[config.mk]
export PLATFORM = sky130hd
export DESIGN_NAME = hazard_ctrl_flat
export DESIGN_NICKNAME = d
export VERILOG_FILES = /design/src/rtl/hazard_pkg.sv /design/src/rtl/hazard_ctrl_if.sv /design/src/rtl/hazard_perf_cnt.sv /design/src/rtl/hazard_ctrl.sv /design/src/flat_wrapper.sv
export SDC_FILE = /design/constraint.sdc
export NUM_CORES = 1
export LEC_CHECK = 0
export ABC_AREA = 1
export CAP_MARGIN = 20
export CORE_MARGIN = 2
export CORE_UTILIZATION = 40
export DETAILED_ROUTE_END_ITERATION = 12
export PLACE_DENSITY = 0.91
export SYNTH_ARGS = -nofsm -noshare
export SYNTH_HDL_FRONTEND = slang
export SYNTH_SLANG_ARGS = --single-unit
export TNS_END_PERCENT = 5
[constraint.sdc]
create_clock -name clk_i -period 3.7 [get_ports clk_i]
set_clock_uncertainty 0.05 [all_clocks]
set_input_delay 0.74 -clock clk_i [delete_from_list [all_inputs] [get_ports clk_i]]
set_output_delay 0.74 -clock clk_i [all_outputs]
set_load 0.02 [all_outputs]
[src/rtl/hazard_pkg.sv]
// Shared types and sizing for the pipeline hazard controller.
package hazard_pkg;

  localparam int unsigned MAX_WAIT_DEF = 15;
  localparam int unsigned WAIT_W       = 8;
  localparam int unsigned PERF_W       = 16;
  localparam int unsigned REG_W        = 5;

  typedef enum logic {
    ST_RUN      = 1'b0,
    ST_MEM_WAIT = 1'b1
  } state_e;

endpackage

[src/rtl/hazard_ctrl_if.sv]
// Pipeline-side signal bundle of the hazard controller.
interface hazard_ctrl_if;
  import hazard_pkg::*;

  logic              IDEX_MemRead_i;
  logic [REG_W-1:0]  IDEX_Rt_i;
  logic [REG_W-1:0]  IFID_Rs_i;
  logic [REG_W-1:0]  IFID_Rt_i;
  logic              Jump_i;
  logic              BranchTaken_i;
  logic              MemReq_i;
  logic              MemReady_i;

  logic              PCWrite_o;
  logic              IFIDWrite_o;
  logic              IFIDFlush_o;
  logic              IDEXBubble_o;
  logic              PipeHold_o;
  logic              MEMWBBubble_o;
  logic              MemErr_o;
  logic [PERF_W-1:0] StallCnt_o;
  logic [PERF_W-1:0] FlushCnt_o;

  modport slave (
    input  IDEX_MemRead_i, IDEX_Rt_i, IFID_Rs_i, IFID_Rt_i,
           Jump_i, BranchTaken_i, MemReq_i, MemReady_i,
    output PCWrite_o, IFIDWrite_o, IFIDFlush_o, IDEXBubble_o,
           PipeHold_o, MEMWBBubble_o, MemErr_o, StallCnt_o, FlushCnt_o
  );

  modport master (
    output IDEX_MemRead_i, IDEX_Rt_i, IFID_Rs_i, IFID_Rt_i,
           Jump_i, BranchTaken_i, MemReq_i, MemReady_i,
    input  PCWrite_o, IFIDWrite_o, IFIDFlush_o, IDEXBubble_o,
           PipeHold_o, MEMWBBubble_o, MemErr_o, StallCnt_o, FlushCnt_o
  );
endinterface

[src/rtl/hazard_perf_cnt.sv]
// Saturating enable counter with asynchronous active-low clear.
module hazard_perf_cnt
  import hazard_pkg::*;
(
  input  logic              clk_i,
  input  logic              rst_i,
  input  logic              en_i,
  output logic [PERF_W-1:0] cnt_o
);

  logic [PERF_W-1:0] cnt_q, cnt_d;

  always_comb begin
    cnt_d = cnt_q;
    if (en_i && (cnt_q != '1)) cnt_d = cnt_q + PERF_W'(1);
  end

  always_ff @(posedge clk_i or negedge rst_i) begin
    if (!rst_i) cnt_q <= '0;
    else        cnt_q <= cnt_d;
  end

  assign cnt_o = cnt_q;

endmodule

[src/rtl/hazard_ctrl.sv]
// Stall/flush/bubble controller for a 5-stage pipeline with memory-wait timeout.
// Define HAZARD_PERF_EN to build the stall and flush performance counters.
module hazard_ctrl
  import hazard_pkg::*;
#(
  parameter int unsigned MAX_WAIT = MAX_WAIT_DEF
) (
  input  logic          clk_i,
  input  logic          rst_i,
  hazard_ctrl_if.slave  bus
);

  localparam logic [WAIT_W-1:0] MAX_WAIT_C = WAIT_W'(MAX_WAIT);

  state_e            state_q, state_d;
  logic [WAIT_W-1:0] wait_cnt_q, wait_cnt_d;
  logic              mem_err_q, mem_err_d;
  logic              mem_stall, load_use, ctrl_flush;

  assign load_use   = bus.IDEX_MemRead_i && (bus.IDEX_Rt_i != '0) &&
                      ((bus.IDEX_Rt_i == bus.IFID_Rs_i) || (bus.IDEX_Rt_i == bus.IFID_Rt_i));
  assign ctrl_flush = bus.Jump_i || bus.BranchTaken_i;

  // Next state, wait counter and prioritised pipeline controls
  always_comb begin
    state_d    = state_q;
    wait_cnt_d = wait_cnt_q;
    mem_err_d  = mem_err_q || (wait_cnt_q == MAX_WAIT_C);
    mem_stall  = 1'b0;

    bus.PCWrite_o     = 1'b1;
    bus.IFIDWrite_o   = 1'b1;
    bus.IFIDFlush_o   = 1'b0;
    bus.IDEXBubble_o  = 1'b0;
    bus.PipeHold_o    = 1'b0;
    bus.MEMWBBubble_o = 1'b0;

    case (state_q)
      ST_RUN: begin
        mem_stall = bus.MemReq_i && !bus.MemReady_i;
        if (mem_stall) begin
          state_d    = ST_MEM_WAIT;
          wait_cnt_d = '0;
        end
      end
      ST_MEM_WAIT: begin
        mem_stall = !bus.MemReady_i;
        if (bus.MemReady_i) begin
          state_d    = ST_RUN;
          wait_cnt_d = '0;
        end else if (wait_cnt_q != MAX_WAIT_C) begin
          wait_cnt_d = wait_cnt_q + WAIT_W'(1);
        end
      end
      default: state_d = ST_RUN;
    endcase

    // Reset forces a safe drained pipeline regardless of hazards
    if (!rst_i) begin
      bus.PCWrite_o     = 1'b0;
      bus.IFIDWrite_o   = 1'b0;
      bus.IFIDFlush_o   = 1'b1;
      bus.IDEXBubble_o  = 1'b1;
      bus.MEMWBBubble_o = 1'b1;
    end else if (mem_stall) begin
      bus.PCWrite_o     = 1'b0;
      bus.IFIDWrite_o   = 1'b0;
      bus.PipeHold_o    = 1'b1;
      bus.MEMWBBubble_o = 1'b1;
    end else if (load_use) begin
      bus.PCWrite_o     = 1'b0;
      bus.IFIDWrite_o   = 1'b0;
      bus.IDEXBubble_o  = 1'b1;
    end else if (ctrl_flush) begin
      bus.IFIDFlush_o   = 1'b1;
    end
  end

  always_ff @(posedge clk_i or negedge rst_i) begin
    if (!rst_i) begin
      state_q    <= ST_RUN;
      wait_cnt_q <= '0;
      mem_err_q  <= 1'b0;
    end else begin
      state_q    <= state_d;
      wait_cnt_q <= wait_cnt_d;
      mem_err_q  <= mem_err_d;
    end
  end

  assign bus.MemErr_o = mem_err_q;

`ifdef HAZARD_PERF_EN
  hazard_perf_cnt u_stall_cnt (
    .clk_i (clk_i),
    .rst_i (rst_i),
    .en_i  (!bus.PCWrite_o),
    .cnt_o (bus.StallCnt_o)
  );

  hazard_perf_cnt u_flush_cnt (
    .clk_i (clk_i),
    .rst_i (rst_i),
    .en_i  (bus.IFIDFlush_o),
    .cnt_o (bus.FlushCnt_o)
  );
`else
  assign bus.StallCnt_o = '0;
  assign bus.FlushCnt_o = '0;
`endif

endmodule

[src/flat_wrapper.sv]
// flat-port wrapper written by rule: the top's interface ports become plain ports
module hazard_ctrl_flat import hazard_pkg::*;
#(
  parameter int unsigned MAX_WAIT = MAX_WAIT_DEF
)
  (clk_i, rst_i, bus_IDEX_MemRead_i, bus_IDEX_Rt_i, bus_IFID_Rs_i, bus_IFID_Rt_i, bus_Jump_i, bus_BranchTaken_i, bus_MemReq_i, bus_MemReady_i, bus_PCWrite_o, bus_IFIDWrite_o, bus_IFIDFlush_o, bus_IDEXBubble_o, bus_PipeHold_o, bus_MEMWBBubble_o, bus_MemErr_o, bus_StallCnt_o, bus_FlushCnt_o);
  hazard_ctrl_if bus_i ();
  input  logic clk_i;
  input  logic rst_i;
  input wire logic [$bits(bus_i.IDEX_MemRead_i)-1:0] bus_IDEX_MemRead_i;
  input wire logic [$bits(bus_i.IDEX_Rt_i)-1:0] bus_IDEX_Rt_i;
  input wire logic [$bits(bus_i.IFID_Rs_i)-1:0] bus_IFID_Rs_i;
  input wire logic [$bits(bus_i.IFID_Rt_i)-1:0] bus_IFID_Rt_i;
  input wire logic [$bits(bus_i.Jump_i)-1:0] bus_Jump_i;
  input wire logic [$bits(bus_i.BranchTaken_i)-1:0] bus_BranchTaken_i;
  input wire logic [$bits(bus_i.MemReq_i)-1:0] bus_MemReq_i;
  input wire logic [$bits(bus_i.MemReady_i)-1:0] bus_MemReady_i;
  output wire logic [$bits(bus_i.PCWrite_o)-1:0] bus_PCWrite_o;
  output wire logic [$bits(bus_i.IFIDWrite_o)-1:0] bus_IFIDWrite_o;
  output wire logic [$bits(bus_i.IFIDFlush_o)-1:0] bus_IFIDFlush_o;
  output wire logic [$bits(bus_i.IDEXBubble_o)-1:0] bus_IDEXBubble_o;
  output wire logic [$bits(bus_i.PipeHold_o)-1:0] bus_PipeHold_o;
  output wire logic [$bits(bus_i.MEMWBBubble_o)-1:0] bus_MEMWBBubble_o;
  output wire logic [$bits(bus_i.MemErr_o)-1:0] bus_MemErr_o;
  output wire logic [$bits(bus_i.StallCnt_o)-1:0] bus_StallCnt_o;
  output wire logic [$bits(bus_i.FlushCnt_o)-1:0] bus_FlushCnt_o;
  assign bus_i.IDEX_MemRead_i = bus_IDEX_MemRead_i;
  assign bus_i.IDEX_Rt_i = bus_IDEX_Rt_i;
  assign bus_i.IFID_Rs_i = bus_IFID_Rs_i;
  assign bus_i.IFID_Rt_i = bus_IFID_Rt_i;
  assign bus_i.Jump_i = bus_Jump_i;
  assign bus_i.BranchTaken_i = bus_BranchTaken_i;
  assign bus_i.MemReq_i = bus_MemReq_i;
  assign bus_i.MemReady_i = bus_MemReady_i;
  assign bus_PCWrite_o = bus_i.PCWrite_o;
  assign bus_IFIDWrite_o = bus_i.IFIDWrite_o;
  assign bus_IFIDFlush_o = bus_i.IFIDFlush_o;
  assign bus_IDEXBubble_o = bus_i.IDEXBubble_o;
  assign bus_PipeHold_o = bus_i.PipeHold_o;
  assign bus_MEMWBBubble_o = bus_i.MEMWBBubble_o;
  assign bus_MemErr_o = bus_i.MemErr_o;
  assign bus_StallCnt_o = bus_i.StallCnt_o;
  assign bus_FlushCnt_o = bus_i.FlushCnt_o;
  hazard_ctrl #(.MAX_WAIT(MAX_WAIT)) u_core (.clk_i(clk_i), .rst_i(rst_i), .bus(bus_i));
endmodule
======== Word-level counts from Yosys, hierarchy flattened ========
Cells that the tools add are included.
storage, ports and cells
  ROM bits ................................ 0
  latch bits .............................. 0
  word-level logic and storage cells ...... 41
  register bits after elaboration ......... 10
  memory bits (writable) .................. 0
  output and inout port bits .............. 39
  memories kept ........................... 0
operators by class
  reductions and logical operators ........ 9
  multiply operators ...................... 0
  add/subtract/negate cells ............... 1
  equal/unequal tests ..................... 6
  div/mod/pow operators ................... 0
  bitwise operators ....................... 1
  muxes and demuxes ....................... 21
  $lt $le $gt $ge ......................... 0
  shift operators ......................... 0
operator list
  operator             number
  $mux 8               3
  $pmux 8 s2           1
  $mux 1               15
  $eq 5x5->1           2
  $add 8x1->8 const B  1
  $eq 8x4->1 const B   1
  $ne 8x4->1 const B   1
  $reduce_bool 5->1    1
  $pmux 1 s2           2
  $logic_and 1x1->1    3
  $logic_or 1x1->1     3
  $ne 3x3->1 const B   1
  $ne 2x1->1 const B   1
  $reduce_and 2->1     1
  $logic_not 1->1      1
  $not 1->1            1

======== Longest topological paths before layout ========
  word-level depth ........................ 6
  gate-level depth with buffers ........... 9
  depth with buffers taken out ............ 9

======== Worst setup path before layout ========
No wires, ideal clock.
  path type ............................... input-to-output
  start point ............................. input port bus_MemReq_i
  end point ............................... output port bus_PCWrite_o
  buffers on the path ..................... 1
  data required time ...................... 2.910 ns
  setup slack ............................. 1.067 ns
  data arrival time ....................... 1.843 ns
  stages .................................. 4
  path through ............................ o21ai_1 nand2_1 a21oi_1 buf_4
between the ends
  word-level cells in the longest chain between the ends .. 4
RTL lines
  what                  line                text
  from (decl)           flat_wrapper.sv:16  input wire logic [$bits(bus_i.MemReq_i)-1:0] bus_MemReq_i;
  $logic_and 1x1->1     hazard_ctrl.sv:40   mem_stall = bus.MemReq_i && !bus.MemReady_i;
  $pmux 1 s2            hazard_ctrl.sv:38   case (state_q)
  $mux 1 (2 in series)  --
  to (decl)             flat_wrapper.sv:18  output wire logic [$bits(bus_i.PCWrite_o)-1:0] bus_PCWrite_o;
Every way passes these cells.

======== Worst setup path in the final report ========
  start point ............................. input port bus_MemReady_i
  end point ............................... output port bus_PCWrite_o
between the ends
  word-level cells in the longest chain between the ends .. 5
RTL lines
  what                 line                                  text
  from (decl)          flat_wrapper.sv:17                    input wire logic [$bits(bus_i.MemReady_i)-1:0] bus_MemReady_i;
  $logic_not 1->1 (*)  hazard_ctrl.sv:40, hazard_ctrl.sv:47
  $logic_and 1x1->1    hazard_ctrl.sv:40
  $pmux 1 s2 (*)       hazard_ctrl.sv:38
  $mux 1 (*)           hazard_ctrl.sv:65                     end else if (mem_stall) begin
  $mux 1 (*)           hazard_ctrl.sv:59                     if (!rst_i) begin
Mark *: on every way between the ends. The rest lies on a longest branch, timed or not.

==> metrics.yaml <==
run_status:
  status: "completed"
place:
  io_buffers: 28
  dpl.hpwl_mm: 1.81
  dp_cells: 220
  finalWeightedCongestion: 0.922
clock_tree:
  post_cts_buffers: 0
  clockBufferDepth: 2
  cts_tree: "built"
  htreeDepth: 1
  clkTransAtPathRegs_ps: 80
  insertion_delay_ps: 280
  cts_resized: 0
  cts_hold_buf: 0
  ctsRootBufferMaster: "clkbuf_4"
  numClockSinks: 10
  numCtsBuffers: 3
finish:
  instances_no_fill: 224
  nNetsFinal: 218
  drive_gt1_frac: 0.0979
  area_growth_pct: 21.5
  final_util: 0.521
  diodes: 0
synthesis:
  yosysTopAreaCellShare: 0.234
  synthSimpleGateAreaFrac: 0.356
  synth-compound-area-share: 0.0549
  synth_seq_area_share: 0.234
  synthesis.area_um2: 1070
  synthXorXnorAreaFrac: 0.0245
  yosys_warnings: 0
  synth_top_family_by_area: "simple AND/OR/NAND/NOR gates"
  ys_ff_latch: 10
  muxShareOfSynthArea: 0
  yosysTopAreaCell: "dfrtp_1"
  post_synth_num_cell_types: 24
  synth_fa_ha_area_frac: 0.0117
  synth_area_per_cell_um2: 6.57
  synth_cells: 163
  ys_top_cells_by_area: "dfrtp_1 23%, buf_4 23%, nand2_1 15%, nand3_1 7.0%, inv_1 5.3%"
worst_setup_path:
  reg2reg_from: "u_core.wait_cnt_q[0]"
  crit_path_top_delay_cell: "clkdlybuf4s50_1"
  crit_path_max_incr_delay_ps: 650
  path_max_fanout: 7
  worstSetupStartpoint: "bus_MemReady_i"
  critPathKind: "in -> out"
  crit_chain: "clkdlybuf4s50_1 > inv_2 > o21ai_1 > nand2_1 > a21oi_1 > clkdlybuf4s50_1"
  required_ps: 2910
  critPathArrivalTime_ps: 2620
  cp-start-kind: "primary input"
  cp-end-kind: "primary output"
  timing.critical_path.mode_cell: "clkdlybuf4s50_1"
die:
  rows: 18
  die_width_um: 55.7
  die_h_um: 55.7
  core_area_um2: 2500
  dieArea_um2: 3110
  boundaryPins: 61
  start_util: 0.428
sta:
  period_minus_slack_ps: 3410
  fin_tns_setup_ps: 0
  final_hold_viol_count: 0
  setup_viol: 0
  period_share: 0.921
  fmax_mhz: 293
  drv_slew: 0
  rsz0062_at_grt: "no"
detailed_routing:
  drt-total-wl_mm: 2.15
  vias: 980
  drc: 0
  firstDrtPassIters: 4
  ant_nets: 0
  drt_iter0_drc: 14
  wl_per_cell_um: 9.61
  via_per_inst: 4.38
power:
  p_leak_nw: 0.696
  power_density_nw_per_um2: 256
  ir_worst_vdd_mv: 0.170
grt:
  grt_pass1_wl_mm: 3.68
  grt_pass1_vias: 874
  overflow: 0
  track_usage: 0.145
  antenna_found_initial: 0
  grt_max_degree: 10
run:
  maxCapViolCount: 0
min_path:
  holdCritStartpoint: "u_core.bus.MemErr_o"
  worstHoldPathType: "reg -> reg"
==> state kept, by name, summed over array words and instances (netlist names) <==
register             flops
u_core.bus.MemErr_o      1
u_core.wait_cnt_q        8
u_core.state_q           1
==> critical path, delay by kind of cell <==
family / cells / cell delay, ps
AND/OR/NAND/NOR: 1 / 140
buffers and inverters: 3 / 1340
AO/OA/AOI/OAI: 2 / 410
==> synth_stat cells <==
| cell | n |
|---|---|
| inv_1 | 15 |
| dfrtp_1 | 10 |
| nor2_1 | 11 |
| nor3_1 | 1 |
| o21ai_4 | 1 |
| nand3b_1 | 1 |
| or2_2 | 1 |
| nand4_1 | 7 |
| nand4_4 | 1 |
| conb_1 | 1 |
| inv_2 | 8 |
| nor2_4 | 1 |
| nand2_1 | 42 |
| ha_1 | 1 |
| nand3_1 | 15 |
| a21oi_1 | 1 |
| xnor2_1 | 2 |
| buf_4 | 33 |
| nand2_2 | 2 |
| xor2_1 | 1 |
| o21ai_1 | 4 |
| clkinv_1 | 1 |
| o21bai_1 | 1 |
| o21ai_0 | 2 |
==> through the flow <==
stage / total power [mW] / hold slack [ps] / worst slack, ps / area [µm²]
floorplan: 0.213 / 394 / 1070 / 1190
global placement: 0.230 / 407 / 373 / 1260
detailed placement: 0.231 / 403 / 298 / 1260
CTS: 0.336 / 432 / 289 / 1300
global route: 0.353 / 466 / 116 / 1300
finish: 0.333 / 432 / 292 / 1300
==> cells by family after synthesis <==
| logic type | Yosys count |
|---|---|
| flip-flops | 10 |
| buffers and inverters | 57 |
| AO/OA/AOI/OAI | 9 |
| AND/OR/NAND/NOR | 82 |
| other | 1 |
| adder cells (fa/ha/maj) | 1 |
| XOR/XNOR | 3 |
==> layout by cell type, fill, tap and decap left out, types with 2 or more instances in the layout <==
cell type        instances
nor2_1                  11
dfrtp_1                 10
nand2_2                  2
clkbuf_4                 3
xnor2_1                  2
nand3_1                 15
nand4_1                  7
conb_1                  32
inv_1                   15
nand2_1                 42
o21ai_0                  2
o21ai_1                  4
clkdlybuf4s50_1         28
inv_2                    8
==> routing by layer <==
metal	global-route usage	up-vias	routed length, µm
met4	0.0627	0	40
li1	-	512	-
met5	0	-	0
met1	0.182	423	937
met2	0.231	40	1010
met3	0.0419	5	164
==> path summary, 6_finish.rpt <==
check / end / slack, ps / cells past startpoint
min in group asynchronous: u_core.wait_cnt_q[5] / 630 / 1
setup / recovery: bus_PCWrite_o / 290 / 6
max in group asynchronous: u_core.wait_cnt_q[4] / 2570 / 2
hold / removal: u_core.bus.MemErr_o / 430 / 2
hold reg to reg: u_core.bus.MemErr_o / 430 / 2
setup reg to reg: u_core.wait_cnt_q[4] / 2120 / 8
==> power by group <==
group / switching [mW] / total (mW) / internal, mW
Combinational: 0.0690 / 0.111 / 0.0423
Clock: 0.0434 / 0.103 / 0.0599
Sequential: 0.00530 / 0.119 / 0.113
==> cell type report <==
class / instances / area, µm²
tap: 30 / 37.5
multi-input combinational: 127 / 599
inverter: 24 / 90.1
clock buffer: 4 / 36.3
fill: 250 / 1200
sequential: 10 / 250
timing repair buffer: 29 / 288
Power figures use the tool's default switching activity.
